<file path="src/rtl/fetch_pkg.sv">
// Shared constants and types for the instruction-fetch front end.
package fetch_pkg;
  localparam int XLEN = 32;
  localparam logic [XLEN-1:0] NOP = '0;

  typedef enum logic [1:0] {FETCH, WAIT, DROP} fetch_state_t;

  typedef struct packed {
    logic [XLEN-1:0] instr;
    logic [XLEN-1:0] npc;
  } fetch_entry_t;
endpackage

</file>
<file path="src/rtl/fetch_queue_if.sv">
// Instruction-memory req/ack bus between the fetch unit (master) and memory (slave).
interface fetch_queue_if;
  import fetch_pkg::*;

  logic            imem_req;
  logic [XLEN-1:0] imem_addr;
  logic            imem_ack;
  logic [XLEN-1:0] imem_rdata;

  modport master (output imem_req, imem_addr, input imem_ack, imem_rdata);
  modport slave  (input imem_req, imem_addr, output imem_ack, imem_rdata);
endinterface

</file>
<file path="src/rtl/fetch_fifo.sv">
// Prefetch queue of {instr, npc}; simultaneous push and pop allowed at any occupancy.
module fetch_fifo
  import fetch_pkg::*;
#(
  parameter int DEPTH = 4
) (
  input  logic                     clk,
  input  logic                     reset,
  input  logic                     push,
  input  fetch_entry_t             push_data,
  input  logic                     pop,
  input  logic                     flush,
  output fetch_entry_t             head,
  output logic                     full,
  output logic                     empty,
  output logic [$clog2(DEPTH):0]   count
);
  localparam int AW = $clog2(DEPTH);
  localparam int CW = AW + 1;

  fetch_entry_t  mem [DEPTH];
  logic [AW-1:0] wr_ptr;
  logic [AW-1:0] rd_ptr;

  always_ff @(posedge clk or negedge reset) begin
    if (!reset) begin
      wr_ptr <= '0;
      rd_ptr <= '0;
      count  <= '0;
    end else if (flush) begin
      wr_ptr <= '0;
      rd_ptr <= '0;
      count  <= '0;
    end else begin
      if (push) wr_ptr <= wr_ptr + AW'(1);
      if (pop)  rd_ptr <= rd_ptr + AW'(1);
      count <= count + CW'(push) - CW'(pop);
    end
  end

  // Storage needs no reset; only the pointers define what is valid.
  always_ff @(posedge clk) begin
    if (push && !flush) mem[wr_ptr] <= push_data;
  end

  assign head  = mem[rd_ptr];
  assign full  = (count == CW'(DEPTH));
  assign empty = (count == '0);
endmodule

</file>
<file path="src/rtl/fetch_queue.sv">
// Fetch front end: request FSM, pc, prefetch queue and the IF/ID register.
// state | meaning
// FETCH | idle; issue a request when the queue has room
// WAIT  | request outstanding; data is kept on ack
// DROP  | request outstanding after a redirect; data is discarded on ack
module fetch_queue
  import fetch_pkg::*;
#(
  parameter int              DEPTH    = 4,
  parameter logic [XLEN-1:0] RESET_PC = 32'h0000_0000
) (
  input  logic             clk,
  input  logic             reset,
  input  logic             hazard,
  input  logic             branch_taken,
  input  logic [XLEN-1:0]  branch_target,
  fetch_queue_if.master    imem,
  output logic [XLEN-1:0]  IF_ID_IR,
  output logic [XLEN-1:0]  IF_ID_NPC,
  output logic             IF_ID_valid
);
  localparam int CW = $clog2(DEPTH) + 1;

  fetch_state_t    state;
  logic [XLEN-1:0] pc;
  logic [XLEN-1:0] addr_nxt;
  logic [CW-1:0]   count;
  logic            full;
  logic            empty;
  logic            push;
  logic            pop;
  logic            room_after;
  fetch_entry_t    head;
  fetch_entry_t    push_data;

  assign addr_nxt        = imem.imem_addr + XLEN'(4);
  assign push            = (state == WAIT) && imem.imem_ack && !branch_taken;
  assign pop             = !empty && !hazard && !branch_taken;
  // Occupancy after this edge's push and pop still leaves a free slot.
  assign room_after      = (count - CW'(pop)) < CW'(DEPTH - 1);
  assign push_data.instr = imem.imem_rdata;
  assign push_data.npc   = addr_nxt;

  fetch_fifo #(.DEPTH(DEPTH)) u_fifo (
    .clk       (clk),
    .reset     (reset),
    .push      (push),
    .push_data (push_data),
    .pop       (pop),
    .flush     (branch_taken),
    .head      (head),
    .full      (full),
    .empty     (empty),
    .count     (count)
  );

  always_ff @(posedge clk or negedge reset) begin
    if (!reset) begin
      state          <= FETCH;
      pc             <= RESET_PC;
      imem.imem_req  <= 1'b0;
      imem.imem_addr <= RESET_PC;
    end else begin
      case (state)
        FETCH: begin
          if (branch_taken) begin
            pc             <= branch_target;
            imem.imem_req  <= 1'b1;
            imem.imem_addr <= branch_target;
            state          <= WAIT;
          end else if (!full) begin
            imem.imem_req  <= 1'b1;
            imem.imem_addr <= pc;
            state          <= WAIT;
          end
        end
        WAIT: begin
          if (branch_taken) begin
            pc <= branch_target;
            if (imem.imem_ack) begin
              imem.imem_req <= 1'b0;
              state         <= FETCH;
            end else begin
              state <= DROP;
            end
          end else if (imem.imem_ack) begin
            pc <= addr_nxt;
            if (room_after) begin
              imem.imem_addr <= addr_nxt;
            end else begin
              imem.imem_req <= 1'b0;
              state         <= FETCH;
            end
          end
        end
        DROP: begin
          if (branch_taken) pc <= branch_target;
          if (imem.imem_ack) begin
            imem.imem_req <= 1'b0;
            state         <= FETCH;
          end
        end
        default: state <= FETCH;
      endcase
    end
  end

  always_ff @(posedge clk or negedge reset) begin
    if (!reset) begin
      IF_ID_IR    <= NOP;
      IF_ID_NPC   <= '0;
      IF_ID_valid <= 1'b0;
    end else if (branch_taken) begin
      IF_ID_IR    <= NOP;
      IF_ID_valid <= 1'b0;
    end else if (!hazard) begin
      if (!empty) begin
        IF_ID_IR    <= head.instr;
        IF_ID_NPC   <= head.npc;
        IF_ID_valid <= 1'b1;
      end else begin
        IF_ID_IR    <= NOP;
        IF_ID_valid <= 1'b0;
      end
    end
  end
endmodule

</file>
<file path="src/flat_wrapper.sv">
// flat-port wrapper written by rule: the top's interface ports become plain ports
module fetch_queue_flat import fetch_pkg::*;
#(
  parameter int              DEPTH    = 4,
  parameter logic [XLEN-1:0] RESET_PC = 32'h0000_0000
)
  (clk, reset, hazard, branch_taken, branch_target, IF_ID_IR, IF_ID_NPC, IF_ID_valid, imem_imem_req, imem_imem_addr, imem_imem_ack, imem_imem_rdata);
  fetch_queue_if imem_i ();
  input  logic clk;
  input  logic reset;
  input  logic hazard;
  input  logic branch_taken;
  input  logic [XLEN-1:0] branch_target;
  output logic [XLEN-1:0] IF_ID_IR;
  output logic [XLEN-1:0] IF_ID_NPC;
  output logic IF_ID_valid;
  output wire logic [$bits(imem_i.imem_req)-1:0] imem_imem_req;
  output wire logic [$bits(imem_i.imem_addr)-1:0] imem_imem_addr;
  input wire logic [$bits(imem_i.imem_ack)-1:0] imem_imem_ack;
  input wire logic [$bits(imem_i.imem_rdata)-1:0] imem_imem_rdata;
  assign imem_imem_req = imem_i.imem_req;
  assign imem_imem_addr = imem_i.imem_addr;
  assign imem_i.imem_ack = imem_imem_ack;
  assign imem_i.imem_rdata = imem_imem_rdata;
  fetch_queue #(.DEPTH(DEPTH), .RESET_PC(RESET_PC)) u_core (.clk(clk), .reset(reset), .hazard(hazard), .branch_taken(branch_taken), .branch_target(branch_target), .imem(imem_i), .IF_ID_IR(IF_ID_IR), .IF_ID_NPC(IF_ID_NPC), .IF_ID_valid(IF_ID_valid));
endmodule
</file>
<file path="config.mk">
export PLATFORM = sky130hd
export DESIGN_NAME = fetch_queue_flat
export DESIGN_NICKNAME = d
export VERILOG_FILES = /design/src/rtl/fetch_pkg.sv /design/src/rtl/fetch_queue_if.sv /design/src/rtl/fetch_fifo.sv /design/src/rtl/fetch_queue.sv /design/src/flat_wrapper.sv
export SDC_FILE = /design/constraint.sdc
export NUM_CORES = 1
export LEC_CHECK = 0
export ABC_CLOCK_PERIOD_IN_PS = 4000
export CORE_ASPECT_RATIO = 1.75
export CORE_UTILIZATION = 57
export DETAILED_ROUTE_END_ITERATION = 8
export PLACE_DENSITY = 0.8
export SLEW_MARGIN = 20
export SYNTH_ARGS = -nofsm -noshare
export SYNTH_HDL_FRONTEND = slang
export SYNTH_SLANG_ARGS = --single-unit
export TNS_END_PERCENT = 10
</file>
<file path="constraint.sdc">
create_clock -name clk -period 4 [get_ports clk]
set_clock_uncertainty 0.15 [all_clocks]
set_input_delay 0.4 -clock clk [delete_from_list [all_inputs] [get_ports clk]]
set_output_delay 0.4 -clock clk [all_outputs]
set_load 0.02 [all_outputs]
</file>
# == Word-level counts from Yosys, hierarchy flattened ==
# Memory sizes are Yosys's and may differ from the RTL's.
# Index checks and enable logic that the tools add are counted.
# totals
reg_bits,139
ramBits,256
in_bits,69
out_inout_bits,98
wordCells,92
memories,1
# classes
addsub,6
n_lt_le_gt_ge,1
n_eq_ne,12
n_mux,38
bitwise_logic,3
reduce_logical,21
# memory_table
name,words,word_bits,read_ports,rd_ports_with_merged_regs,write_ports,line_no,rtl
u_core.u_fifo.mem,4,64,1,0,1,fetch_fifo.sv:21,fetch_entry_t mem [DEPTH];
# ops
op,count
$mux W32,11
$pmux W32 S2,2
$add A32 B3 Y32 const B,1
$mux W2,11
$mux W1,11
$ne A3 B3 Y1 const B,3
$reduce_and A4 Y1,2
$reduce_bool A2 Y1,4
$ne A2 B1 Y1 const B,3
$ne A2 B2 Y1 const B,3
$pmux W2 S3,1
$reduce_and A3 Y1,2
$sub A3 B1 Y3,2
$logic_and A1 B1 Y1,5
$reduce_and A5 Y1,1
$add A2 B1 Y2 const B,2
$add A3 B1 Y3,1
$eq A3 B3 Y1 const B,1
$logic_not A1 Y1,3
$logic_not A3 Y1,1
$lt A3 B2 Y1 const B,1
$mux W3,1
$not A1 Y1,3
$pmux W1 S3,1
5 further kinds,5

# == Longest topological paths before layout ==
# Gate-level depths: netlist (run 1).
# logic_depth
depth_word,10
depth_mapped,13
mapped_depth_nobuf,11

# == Cells and area by module ==
# From an unflattened synthesis (run 1), not the netlist that was laid out.
# unflattened
hier_cells,1065
area_unflattened_um2,16721.0
# modules_own_cells
mod,n_inst,cells_each,area_per_inst_um2,seq_area_each_um2
fetch_fifo,1,374,9700.6,7862.5
fetch_queue,1,691,7020.5,3303.2

# == Worst setup path after synthesis (run 1) ==
# Ideal clock, no wire load.
# synth_path
kind,input port to flip-flop
from,input branch_taken
to,register u_core.imem.imem_addr[28]
setup_time_ns,0.099
arrival_ns,2.974
required_ns,3.751
setup_slack_ns,0.776
stages,13
n_path_buf,5
cell_sequence,buf_2 -> nor3_1 -> clkbuf_1 -> clkbuf_1 -> ha_1 -> ha_1 -> or2_2 -> nand3_1 -> a21o_1 -> buf_2 -> buf_2 -> nor2_1 -> a311oi_1
# synth_between
elab_chain_cells,6
# synth_rtl
element,line_no,rtl
"start, declared",flat_wrapper.sv:12,input logic branch_taken;
$logic_not A1 Y1,fetch_queue.sv:38,assign pop = !empty && !hazard && !branch_taken;
$logic_and A1 B1 Y1,fetch_queue.sv:38,
$sub A3 B1 Y3,fetch_queue.sv:40,assign room_after = (count - CW'(pop)) < CW'(DEPTH - 1);
$lt A3 B2 Y1,fetch_queue.sv:40,
$ne A2 B1 Y1 (no source line),-,
$reduce_and A5 Y1 (no source line),-,
"end signal, assigned",fetch_queue.sv:69,imem.imem_addr <= branch_target;
"end signal, assigned",fetch_queue.sv:73,imem.imem_addr <= pc;
"end signal, assigned",fetch_queue.sv:89,imem.imem_addr <= addr_nxt;
"end, declared",fetch_queue_if.sv:10,"modport master (output imem_req, imem_addr, input imem_ack, imem_rdata);"
# Several ways; a longest one is shown, not always the timed one.
# A chain may end at the register's enable or synchronous reset.

# == Worst setup path in the final report (run 1) ==
# layout_path
from,input branch_taken
to,register u_core.u_fifo.count[2]
# layout_between
elab_chain_cells,5
# layout_rtl
element,line_no,rtl
$logic_not A1 Y1,"fetch_queue.sv:37, fetch_queue.sv:38",
$logic_and A1 B1 Y1,fetch_queue.sv:37,assign push = (state == WAIT) && imem.imem_ack && !branch_taken;
$add A3 B1 Y3,fetch_fifo.sv:37,count <= count + CW'(push) - CW'(pop);
$sub A3 B1 Y3,fetch_fifo.sv:37,
$mux W3 (*),fetch_fifo.sv:30,end else if (flush) begin
"end signal, assigned",fetch_fifo.sv:37,
"end, declared",fetch_fifo.sv:16,output logic [$clog2(DEPTH):0] count
# Mark *: on every way between the ends. The rest lies on a longest branch, timed or not.

==> flow_summary.json, run 1 <==
{
  "critical_path_arrival_ns": 3.21,
  "clockPowerShare_pct": 24.7,
  "detail_route.wirelength_um": 35200,
  "cellInternalPower_mw": 9.37,
  "grt_setup_unrepaired": "false",
  "cp_num_buf_inv": 6,
  "initial_antenna_violation_count": 0,
  "tritoncts": "yes",
  "dieArea_sq_mm": 0.0295,
  "largest_fanout_on_the_critical_path": 51,
  "setup_tns_ns": 0,
  "cpMostUsedCell": "inv_1",
  "synth_edf_count": 256,
  "fraction_of_synthesis_flops_using_an_asynchronous_set_or_reset_pin_pct": 35.2,
  "starting_utilization_of_the_core_area_pct": 58.3,
  "end_kind": "register",
  "max_slew.worst_pin.slew_ns": 0.937,
  "die-width_um": 130,
  "final_area_sq_mm": 0.0197,
  "netlist_area_sq_mm": 0.0164,
  "synth.top_cells.by_area": "edfxtp_1 (47%), dfrtp_1 (21%), mux4_2 (8.8%)",
  "avgViaCountPerCell": 6.01,
  "power.combinational.fraction_pct": 32.1,
  "multi_input_comb_area_sq_mm": 0.00492,
  "setup.worst_path.start_class": "input port",
  "hpwlAfterDp_um": 22100,
  "period_needed_ns": 2.98,
  "route.vias.total": 9537,
  "final_setup_fails": 0,
  "power.share.sequential_pct": 43.2,
  "synth_warnings": 0,
  "clk_lat_worst_skew_ns": 0.52,
  "cp-startpoint": "branch_taken",
  "drive_above_1_share_pct": 17.0,
  "syn_inst": 1034,
  "hold_path_class": "reg2reg",
  "sequential_area_share_after_synthesis_pct": 67.9,
  "power_switching_share_pct": 32.9,
  "num_rows": 81,
  "post_synth_num_cell_types": 63,
  "critical_path.top_delay_family": "buffers and inverters",
  "vdd.ir_drop.worst_v": 0.000504,
  "antenna_violating_nets_post_route": 0,
  "overall_overflow_remaining_after_global_route": 0,
  "cpPeakStageDelay_ns": 0.58,
  "share_of_yosys_cell_area_claimed_by_the_top_area_cell_type_pct": 46.8,
  "pin_count_of_the_biggest_net_entering_global_routing": 79,
  "area_growth_syn_to_layout_pct": 20.1,
  "die_height_um": 227,
  "n_antenna_cell": 0,
  "postCtsResizedCells": 0,
  "detailed_place.area_sq_mm": 0.0185,
  "fin_worst_hold_slack_ns": 0.325,
  "library_cell_occupying_the_most_area_in_the_post_synthesis_netlist": "edfxtp_1",
  "numCtsBuffers": 36,
  "hp-start": "u_core.pc[7]",
  "dr.first_iter.drc_count": 564,
  "fin_crit_sh_pct": 74.5,
  "fill_cells": 1898,
  "finalNetCount": 1272,
  "max_slew_margin_pct": 37.4,
  "place.port_buffers": 166,
  "tritoncts_num_sinks": 395,
  "r2r_startpoint": "u_core.state[1]",
  "outcome": "finished clean",
  "clk_pin_slew_ns": 0.07,
  "leading_cell_types_in_the_layout_fill_and_taps_excluded": "edfxtp_1 (256), clkdlybuf4s50_1 (164), dfrtp_1 (137), mux4_2 (64), nand2_1 (61)",
  "grt_pass1_wl_um": 54700,
  "post_detailed_route_wirelength_per_cell_um": 22.2,
  "cts-root-buf": "clkbuf_16",
  "cts.htree.levels": 2,
  "drt_first_pass_iters": 5,
  "instances_no_fill": 1588,
  "place_inst": 1522,
  "final-hold-violation-count": 0,
  "timing.critical_path.slowest_stage_cell": "buf_4",
  "global_route.usage.total_pct": 25.0,
  "cp_cell_sequence": "dlygate4sd3_1 > buf_2 > buf_4 > and3b_1 > inv_1 > ha_1 > inv_1 > ha_1 > inv_1 > fa_1 > xnor2_1 > nor2_1",
  "net-switching-power_mw": 4.59,
  "cap_violations": 0,
  "postSynthAreaPerCell_sq_um": 15.9,
  "prevailing_post_synth_register_cell": "edfxtp_1",
  "drc": 0,
  "ys_seq_elements": 395,
  "cell_area_power_density_mw_per_mm2": 707,
  "required_ns": 4.23,
  "maxClockFrequency_mhz": 336,
  "final-max-slew-violation-count": 0,
  "first_global_vias": 9928,
  "holdBufCountCts": 2,
  "mostFrequentLayoutCell": "edfxtp_1",
  "area_inside_the_core_boundary_sq_mm": 0.0282,
  "pin_count": 167,
  "layout.area.seq_sq_mm": 0.0112,
  "mappedNetlistNets": 1117,
  "static-leakage-power_nw": 7.04,
  "cts.path.max_buffers": 3,
  "gp_routability_congestion": 0.813,
  "critPathKind": "in2reg",
  "post_cts.repair.setup_buffers": 0
}
## power by group through the flow
stage | logic (mW) | clock network [mW] | registers, mW
after global placement | 4.35 | 0 | 6.07
after floorplan | 2.57 | 0 | 6.25
after CTS | 4.51 | 3.52 | 6.03
final | 4.48 | 3.44 | 6.02
after global routing | 4.83 | 3.68 | 6.13
after detailed placement | 4.48 | 0 | 6.10
## routing by layer
layer	share of wire [%]	track usage, %	routed length (um)
met5	0	0	0
met4	2.7	8.45	965
met3	4.1	3.09	1450
met2	55	45.5	19200
met1	39	30.4	13600
## synthesized netlist by cell type (4+ instances only)
| cell | count |
|---|---|
| a211oi_1 | 7 |
| a21o_1 | 4 |
| a21oi_1 | 25 |
| a22o_1 | 33 |
| a2bb2oi_1 | 8 |
| a31oi_1 | 5 |
| and2_1 | 5 |
| buf_1 | 8 |
| buf_2 | 14 |
| clkbuf_1 | 41 |
| dfrtp_1 | 139 |
| edfxtp_1 | 256 |
| ha_1 | 13 |
| inv_1 | 23 |
| mux2_2 | 44 |
| mux2i_1 | 17 |
| mux4_2 | 64 |
| nand2_1 | 61 |
| nand2b_1 | 4 |
| nand3_1 | 15 |
| nand4_1 | 7 |
| nor2_1 | 47 |
| nor2b_1 | 8 |
| nor3_1 | 10 |
| nor4_1 | 4 |
| o21a_1 | 11 |
| o21ai_0 | 35 |
| o221ai_1 | 6 |
| o22ai_1 | 10 |
| o31a_1 | 12 |
| o31ai_1 | 4 |
| or3_1 | 13 |
| xnor2_1 | 23 |
| xor2_1 | 10 |
## tightest hold or removal path, delay by kind of cell (launching register included)
family	cells	cell delay (ns)
DFF	1	0.35
and+or+nand+nor	2	0.10
## stage by stage
stage	worst slack [ns]	power [mW]	utilization, %
final	1.02	14.0	70.1
after global routing	0.890	14.6	70.1
after CTS	1.06	14.1	70.1
after detailed placement	0.919	10.6	65.8
after global placement	0.978	10.4	65.8
after floorplan	0.776	8.82	-
## cell families (layout without fill, tap and decap cells)
group / Yosys count / count (layout) / synth area share [%]
multiplexers: 125 / 125 / 12.8
flip-flops: 395 / 395 / 67.9
XOR/XNOR: 34 / 34 / 1.86
AO/OA/AOI/OAI: 174 / 174 / 7.47
AND/OR/NAND/NOR: 200 / 200 / 6.53
buffers and inverters: 92 / 273 / 2.29
adder cells (fa/ha/maj): 14 / 14 / 1.11
## state kept, by name, summed over array words and instances (netlist names)
signal	cells
u_core.IF_ID_IR	32
u_core.pc	32
u_core.imem.imem_req	1
u_core.u_fifo.rd_ptr	2
u_core.u_fifo.wr_ptr	2
u_core.imem.imem_addr	32
u_core.state	2
u_core.u_fifo.count	3
u_core.IF_ID_NPC	32
u_core.u_fifo.mem	256
u_core.IF_ID_valid	1
## worst paths after layout
check,to,slack (ns),cells after the start
setup / recovery,u_core.u_fifo.count[2],1.02,12
hold / removal,u_core.pc[7],0.33,2
setup reg to reg,u_core.pc[14],1.10,7
max in group asynchronous,u_core.pc[16],2.49,3
min in group asynchronous,u_core.IF_ID_IR[25],0.37,2
hold reg to reg,u_core.pc[7],0.33,2
## layout make-up
type | instances | area share (%)
Sequential cell | 395 | 56.6
Multi-Input combinational cell | 547 | 24.9
Timing Repair Buffer | 185 | 9.65
Clock buffer | 50 | 5.14
Tap cell | 373 | 2.36
Clock inverter | 14 | 0.900
Inverter | 24 | 0.456
No activity file was read; power rests on OpenSTA's default activity.
==> run 2: changes to the inputs <==
- ABC_CLOCK_PERIOD_IN_PS: 4000 -> 3000
- clock period: 4 -> 3 ns (I/O delays scaled with it)
==> flow_summary.json, run 2 (same netlist as run 1, synthesis figures left out) <==
{
  "outcome": "finished clean",
  "die_height_um": 227,
  "static-leakage-power_nw": 7.16,
  "cp_cell_sequence": "nor3_1 > nor3_2 > ha_1 > ha_1 > xnor2_1 > nand3_1 > a21o_1 > buf_12 > or4_1 > nand3_1",
  "cts.htree.levels": 2,
  "cell_area_power_density_mw_per_mm2": 941,
  "cp_num_buf_inv": 1,
  "final_setup_fails": 0,
  "finalNetCount": 1293,
  "required_ns": 3.32,
  "critical_path.top_delay_family": "simple AND/OR/NAND/NOR gates",
  "setup.worst_path.start_class": "register",
  "pin_count_of_the_biggest_net_entering_global_routing": 71,
  "post_detailed_route_wirelength_per_cell_um": 22.1,
  "instances_no_fill": 1613,
  "drive_above_1_share_pct": 18.7,
  "postCtsResizedCells": 0,
  "overall_overflow_remaining_after_global_route": 0,
  "area_inside_the_core_boundary_sq_mm": 0.0282,
  "hpwlAfterDp_um": 22800,
  "mostFrequentLayoutCell": "edfxtp_1",
  "vdd.ir_drop.worst_v": 0.000663,
  "fin_worst_hold_slack_ns": 0.245,
  "fill_cells": 1886,
  "dieArea_sq_mm": 0.0295,
  "avgViaCountPerCell": 6.08,
  "critical_path_arrival_ns": 3.05,
  "cts-root-buf": "clkbuf_16",
  "timing.critical_path.slowest_stage_cell": "dfrtp_1",
  "tritoncts": "yes",
  "dr.first_iter.drc_count": 497,
  "regToRegSetupSlack_ns": 0.27,
  "critPathKind": "reg2reg",
  "first_global_vias": 10077,
  "drt_first_pass_iters": 5,
  "initial_antenna_violation_count": 2,
  "detail_route.wirelength_um": 35600,
  "clk_lat_worst_skew_ns": 0.53,
  "r2r_startpoint": "u_core.u_fifo.count[1]",
  "fin_crit_sh_pct": 90.9,
  "gp_routability_congestion": 0.854,
  "numCtsBuffers": 36,
  "critical_path.reg2reg.endpoint": "u_core.imem.imem_addr[30]",
  "global_route.usage.total_pct": 25.1,
  "place_inst": 1543,
  "largest_register": "u_core.u_fifo.mem",
  "num_rows": 81,
  "place.port_buffers": 166,
  "pin_count": 167,
  "area_growth_syn_to_layout_pct": 21.2,
  "grt_pass1_wl_um": 55000,
  "max_slew_margin_pct": 39.5,
  "route.vias.total": 9799,
  "max_slew.worst_pin.slew_ns": 0.905,
  "largest_fanout_on_the_critical_path": 44,
  "tritoncts_num_sinks": 395,
  "end_kind": "register",
  "period_needed_ns": 2.73,
  "starting_utilization_of_the_core_area_pct": 58.3,
  "cpPeakStageDelay_ns": 0.45,
  "hold_path_class": "in2async",
  "path_depth_of_the_worst_reg2reg_path": 10,
  "cap_violations": 0,
  "final-max-slew-violation-count": 0,
  "power.total_mw": 18.7,
  "setup_tns_ns": 0,
  "final-hold-violation-count": 0,
  "maxClockFrequency_mhz": 367,
  "cts.path.max_buffers": 3,
  "drc": 0,
  "largest_register_ffs": 256,
  "clk_pin_slew_ns": 0.07,
  "leading_cell_types_in_the_layout_fill_and_taps_excluded": "edfxtp_1 (256), clkdlybuf4s50_1 (164), dfrtp_1 (137), mux4_2 (64), nand2_1 (61)",
  "die-width_um": 130,
  "antenna_violating_nets_post_route": 0,
  "grt_setup_unrepaired": "false"
}
## run 2: cell count changes in the layout (fill, tap and decap cells not counted), sizes merged
| cell | before | now |
|---|---|---|
| inv | 23 | 26 |
| buf | 19 | 40 |
| clkbuf | 50 | 48 |
| clkinvlp | 3 | 1 |
| diode | 0 | 2 |
| clkinv | 9 | 12 |
## run 2: how the worst max path moves through the flow
stage,startpoint,end,slack [ns],cells past startpoint
floorplan,u_core.state[1],u_core.u_fifo.mem[1][0],-0.15,5
global placement,hazard,u_core.imem.imem_addr[23],0.18,10
detailed placement,hazard,u_core.imem.imem_addr[31],0.17,9
CTS,u_core.u_fifo.count[1],u_core.imem.imem_addr[31],0.27,9
global route,u_core.u_fifo.count[1],u_core.imem.imem_addr[31],0.03,10
finish,u_core.u_fifo.count[1],u_core.imem.imem_addr[30],0.27,10
## run 2: repair_timing
action                                 in CTS  in global routing
setup endpoints to repair                   0                  0
endpoints found under the hold margin      73                  0
setup buffers                               0                  0
hold buffers                                2                  0
## run 2: cell type report
type	count	area [sq um]	area share [%]
antenna	2	5.00	0.0251
clock buffer	48	1010	5.06
clock inverter	18	180	0.905
inverter	24	90.1	0.452
multi-input combinational	547	4920	24.7
sequential	395	11200	56.1
tap	373	467	2.34
timing repair buffer	206	2080	10.4
## run 2: stage by stage
step           setup slack [ns]  cell area [sq um]  utilization [%]
2_1_floorplan            -0.152              16400                -
6_report                  0.272              19900             70.7
3_3_place_gp              0.183              18700             66.4
5_1_grt                  0.0296              19900             70.7
3_5_place_dp              0.165              18700             66.4
4_1_cts                   0.267              19900             70.7
## run 2: layer usage
metal / share of wire (%) / vias up / track usage, %
met5: 0 / - / 0
met4: 3.4 / 0 / 10.2
met3: 5.2 / 85 / 3.35
met2: 54 / 379 / 44.7
met1: 37 / 4999 / 30.5
li1: - / 4336 / -
## run 2: power breakdown
part | total, mW | switching, mW | internal [mW]
logic | 6.20 | 3.31 | 2.88
registers | 7.95 | 0.911 | 7.04
clock network | 4.60 | 1.95 | 2.64
total | 18.7 | 6.18 | 12.6
